File: src/rtl/serial_addsub.sv
`default_nettype none
// +--------------------------------------------------------------------------+
// | serial_addsub : bit-serial two's-complement add/subtract, LSB first       |
// | Revision 1.0                                                              |
// +--------------------------------------------------------------------------+
module serial_addsub #(
  parameter int WIDTH = 8
) (
  input  logic             clk,
  input  logic             rst_n,
  input  logic             start,
  input  logic             mode,
  input  logic [WIDTH-1:0] a_in,
  input  logic [WIDTH-1:0] b_in,
  output logic             busy,
  output logic             done,
  output logic [WIDTH-1:0] result,
  output logic             cout,
  output logic             overflow
);

  localparam int CW = (WIDTH > 2) ? $clog2(WIDTH) : 1;
  localparam logic [CW-1:0] LAST_BIT = CW'(WIDTH - 1);

  typedef enum logic [1:0] {
    S_IDLE = 2'd0,
    S_RUN  = 2'd1,
    S_DONE = 2'd2
  } state_t;

  state_t           state_q, state_d;
  logic [WIDTH-1:0] a_sh_q, a_sh_d;
  logic [WIDTH-1:0] b_sh_q, b_sh_d;
  logic [WIDTH-1:0] r_sh_q, r_sh_d;
  logic [WIDTH-1:0] result_q, result_d;
  logic             mode_q, mode_d;
  logic             carry_q, carry_d;
  logic             cout_q, cout_d;
  logic             ovf_q, ovf_d;
  logic [CW-1:0]    cnt_q, cnt_d;

  logic             w_bx;
  logic             w_sum;
  logic             w_cnext;
  logic             w_last;
  logic [WIDTH-1:0] w_r_next;

  // Single add/sub cell: subtract is a + ~b + 1, the +1 coming from the seeded carry.
  assign w_bx     = b_sh_q[0] ^ mode_q;
  assign w_sum    = a_sh_q[0] ^ w_bx ^ carry_q;
  assign w_cnext  = (a_sh_q[0] & w_bx) | (a_sh_q[0] & carry_q) | (w_bx & carry_q);
  assign w_last   = (cnt_q == LAST_BIT);
  assign w_r_next = {w_sum, r_sh_q[WIDTH-1:1]};

  always_comb begin
    state_d  = state_q;
    a_sh_d   = a_sh_q;
    b_sh_d   = b_sh_q;
    r_sh_d   = r_sh_q;
    result_d = result_q;
    mode_d   = mode_q;
    carry_d  = carry_q;
    cout_d   = cout_q;
    ovf_d    = ovf_q;
    cnt_d    = cnt_q;
    case (state_q)
      S_RUN: begin
        a_sh_d  = {1'b0, a_sh_q[WIDTH-1:1]};
        b_sh_d  = {1'b0, b_sh_q[WIDTH-1:1]};
        r_sh_d  = w_r_next;
        carry_d = w_cnext;
        if (w_last) begin
          // carry_q is the carry into the MSB at this point.
          result_d = w_r_next;
          cout_d   = w_cnext;
          ovf_d    = carry_q ^ w_cnext;
          state_d  = S_DONE;
        end else begin
          cnt_d = cnt_q + 1'b1;
        end
      end
      S_IDLE, S_DONE: begin
        state_d = S_IDLE;
        if (start) begin
          state_d = S_RUN;
          a_sh_d  = a_in;
          b_sh_d  = b_in;
          mode_d  = mode;
          carry_d = mode;
          cnt_d   = '0;
          r_sh_d  = '0;
        end
      end
      default: state_d = S_IDLE;
    endcase
  end

  always_ff @(posedge clk or negedge rst_n) begin
    if (!rst_n) begin
      state_q  <= S_IDLE;
      a_sh_q   <= '0;
      b_sh_q   <= '0;
      r_sh_q   <= '0;
      result_q <= '0;
      mode_q   <= 1'b0;
      carry_q  <= 1'b0;
      cout_q   <= 1'b0;
      ovf_q    <= 1'b0;
      cnt_q    <= '0;
    end else begin
      state_q  <= state_d;
      a_sh_q   <= a_sh_d;
      b_sh_q   <= b_sh_d;
      r_sh_q   <= r_sh_d;
      result_q <= result_d;
      mode_q   <= mode_d;
      carry_q  <= carry_d;
      cout_q   <= cout_d;
      ovf_q    <= ovf_d;
      cnt_q    <= cnt_d;
    end
  end

  assign busy     = (state_q == S_RUN);
  assign done     = (state_q == S_DONE);
  assign result   = result_q;
  assign cout     = cout_q;
  assign overflow = ovf_q;

endmodule
`default_nettype wire

File: config.mk
export PLATFORM = sky130hd
export DESIGN_NAME = serial_addsub
export DESIGN_NICKNAME = d
export VERILOG_FILES = /design/src/rtl/serial_addsub.sv
export SDC_FILE = /design/constraint.sdc
export NUM_CORES = 1
export LEC_CHECK = 0
export ABC_AREA = 1
export CAP_MARGIN = 10
export CORE_ASPECT_RATIO = 1.2
export CORE_UTILIZATION = 54
export CTS_BUF_LIST = sky130_fd_sc_hd__clkbuf_4
export DETAILED_ROUTE_END_ITERATION = 6
export PLACE_DENSITY = 0.85
export SETUP_SLACK_MARGIN = 0.5
export SLEW_MARGIN = 15
export SYNTH_ARGS = -nofsm -noshare
export SYNTH_HDL_FRONTEND = slang
export SYNTH_SLANG_ARGS = --single-unit
File: constraint.sdc
create_clock -name clk -period 1.35 [get_ports clk]
set_input_delay 0.27 -clock clk [delete_from_list [all_inputs] [get_ports clk]]
set_output_delay 0.27 -clock clk [all_outputs]
set_load 0.02 [all_outputs]
==> impl_results.md <==
* NetSw at a little over 0.004 W
* Total Die Area at 3764 µm²
* Number of vias in the routed layout at 2285
* Leakage power total at around 1.6 nW
* Arithmetic-cell share of the synthesized area counting full adders, half adders and majority gates at 0.02368
* Internal power component at 0.004804 W
* Max-cap violations at 0
* Net count, final at ~330
* Power after layout at between 0.008 and 0.009 W
* Kind of end point of the critical path: flop
* Clock tree root driver cell: clkbuf_4
* Syn avg cell area at 8.127 µm²
* CTS clk-pin slew, worst paths at 0.14 ns
* Cell count after synthesis at 234
* Area inside the core boundary at 3338 µm²
* Clock tree from TritonCTS: yes
* CP startpoint kind: flop
* DR WL/cell at 25.23 µm
* First-pass GRT wire length at around 10 mm
* Post-DP HPWL at 2.634 mm
* Fin. Hold Viols at 18
* Most used standard cells in the synthesized netlist: 134 x nand2_1, 40 x dfrtp_1, 28 x nand3_1, 6 x buf_4, 6 x inv_1
* Post-synthesis compound-gate area fraction at 0.002632
* Yosys Warn Count at 0
* Reg-to-reg critical path startpoint: mode_q
* Cell accounting for the most synthesized area: dfrtp_1
* Count of nets left with antenna violations after detail routing at 0
* Total length of routed wires at ~9 mm
* Worst-case headroom to the max-slew limit at 0.7027
* Endpoint of the worst-slack reg-to-reg timing path: overflow
* Clock share of power at 0.093
* Crit path max fanout at 3
* Final Wtd Congestion at 0.7238
* Worst hold slack across all endpoints at -0.1974 ns
* Post-synthesis register bit count at 40
* Class of the most critical hold timing path: in -> async
* Detailed Routing Iterations Pass 1 at 5
* Antenna violations before repair at 0
* Power share of the sequential group at 0.259
* Power density cells at 2775 nW/µm²
* Violations in the final reports: hold timing, setup timing
* Die extent in y at 67.01 µm
* Period Utilization, post-route at 1.124
* Pre-CTS setup slack at -0.1356 ns
* DRC at 0
* Final worst slack at -0.1674 ns
* R2R Setup Slk at -0.17 ns
* Proportion of netlist area held by the largest area contributor at 0.5263
* Top flip-flop cell by instance count after synthesis: dfrtp_1
* Cell area after synthesis at 1902 µm²
* Number of enable-type register cells in the synthesized netlist at 0
* Number of cells on the worst reg-to-reg path at 7
* Logic pwr share at 0.648
* Fraction of synthesized area in multiplexers at 0
* Dominant cells by area after synthesis: dfrtp_1 53%, nand2_1 26%, nand3_1 7.4%
* Number of distinct library cells after synthesis at 19
* Xor/xnor cell area share of the yosys netlist at 0.004605
* Post-DR vias/cell at between 6 and 7
* Number of buffers added on ports at 31
* Number of antenna cells inserted at 0
* Required time of the critical path at 1.68 ns
* Slew at the pin closest to its max-slew limit at 0.4459 ns
* Fraction of the mapped netlist area in simple logic gates at 0.3816
* Starting density of the core at 0.5697
* Post-synthesis to final-layout area growth at 69.74%
* Fmax achieved at 659.0 MHz
* Number of global-route vias before repair at 1957
* Number of slew-limit violations in the final report at 0
* Pin count of the biggest net entering global routing at 21
* Final design utilization at 0.9670
* Total cell area at the placement stage at 2456 µm²
* Share of synthesized registers carrying an async set or reset at 1.000
* Dominant combinational cell family by area after synthesis: simple AND/OR/NAND/NOR gates
* Fraction of power spent switching nets at 0.4637
* Post-Synthesis Net Count at around 260
* Total number of placement rows at 23
* Run status: finished with violations
* Num Clock Sinks at 40
* Proportion of synthesized chip area in sequential cells at 0.5263
* Worst clock skew on the final layout at between 0.02 and 0.025 ns
* Unrepaired setup endpoints after global routing: yes
* Data arrival time of the worst path at 1.84 ns
* Number of buffers created by CTS at 5
* Path type of the worst setup path: reg -> reg
* Layout cells sized above 1 at 0.4598
* H-tree levels at 2
* Total routing resource utilization after global routing at 0.3644
* Clk buf depth at 2
* Sum of overflow across all layers after global routing at 0
* Fin crit period at roughly 1.5 ns
* Die span in x at between 50 and 60 µm
* Worst vdd ir at 2.741 mV
* Iteration-0 DRC count of the detailed router at 305
* Number of failing setup endpoints in the final timing report at 31
* Cell area after layout at 3228 µm²
* I/O pin cnt at 32
* Most instantiated library cell after synthesis: nand2_1
* Clock latency on the worst-skew pair at 0.39 ns
through the flow:
stage / TNS (ns) / std cells
6_report: -1.849 / 348
5_1_grt: -2.607 / 348
4_1_cts: -0.1262 / 341
3_5_place_dp: -2.365 / 307
3_3_place_gp: -1.620 / 307
2_1_floorplan: 0 / 234
power by group through the flow:
| stage | sequential, W | combinational (W) | clock [W] |
|---|---|---|---|
| 2_1_floorplan | 0.00223 | 0.00197 | 0 |
| 3_3_place_gp | 0.00210 | 0.00281 | 0 |
| 3_5_place_dp | 0.00213 | 0.00291 | 0 |
| 4_1_cts | 0.00214 | 0.00452 | 0.000811 |
| 5_1_grt | 0.00233 | 0.00601 | 0.000880 |
| 6_report | 0.00232 | 0.00580 | 0.000832 |
how the worst max path moves through the flow:
| stage | start | endpoint | slack (ns) | cells past startpoint |
|---|---|---|---|---|
| 2_1_floorplan | mode_q | result[7] | 0.12 | 5 |
| 3_3_place_gp | state_q[0] | busy | -0.12 | 3 |
| 3_5_place_dp | state_q[0] | busy | -0.14 | 3 |
| 4_1_cts | state_q[1] | done | -0.02 | 3 |
| 5_1_grt | mode_q | overflow | -0.18 | 7 |
| 6_report | mode_q | overflow | -0.17 | 7 |
area by class of cell:
cell class                 count  area [µm²]
fill                          61       110.1
multi-input combinational    178        1166
tap                           37       46.29
inverter                       9       48.80
timing repair buffer          76       883.3
clock buffer                   5       37.54
clock inverter                 3       42.54
sequential                    40        1003
flip-flops by register name, indices dropped and copies added (netlist names):
| name | cells |
|---|---|
| mode_q | 1 |
| b_sh_q | 8 |
| result | 8 |
| r_sh_q | 7 |
| cout | 1 |
| overflow | 1 |
| carry_q | 1 |
| state_q | 2 |
| cnt_q | 3 |
| a_sh_q | 8 |
timing repair:
item                                   CTS  global route
pin swaps                               21            33
setup buffers                           20             7
endpoints found under the hold margin   18            18
cloned                                   6             0
gates resized for setup                117            35
setup endpoints to repair               52            52
worst max-delay path, cell delays in order (launching register included):
cell and delay [ns]:
dfrtp_1 0.47, xnor2_2 0.18, fa_2 0.35, inv_2 0.10, nand2_1 0.10, nand2_1 0.11
nand2_1 0.09, nand2_1 0.07
placed cells by master, fill, tap and decap left out:
cell type	instances
nor2_8	1
dfrtp_1	38
inv_2	3
inv_1	3
nand2_1	105
fa_2	1
clkdlybuf4s50_1	18
buf_2	1
ha_2	1
dfrtp_2	2
buf_4	21
inv_6	1
nor2_4	2
buf_16	4
xnor2_2	1
nand2_8	5
o21ai_1	1
nand3_2	19
inv_4	1
buf_6	24
buf_12	8
clkbuf_4	5
nand3_1	3
nor2_2	2
inv_8	1
clkinvlp_4	1
nand2_2	23
bufinv_16	1
nand2_4	7
nand3_4	6
clkinv_2	1
ha_4	1
per-layer routing:
layer / part of all wire / GRT usage / up-vias
met5: 0 / 0 / -
li1: - / - / 878
met4: 0.094 / 0.2470 / 0
met1: 0.33 / 0.4245 / 1055
met2: 0.47 / 0.6131 / 262
met3: 0.11 / 0.06602 / 90
cell families after synthesis:
group	after synthesis
fa+ha+maj	3
compound gates	1
simple gates	170
buf+inv	19
flops	40
xor+xnor	1
Note: power is estimated with default switching activity, not from simulation.
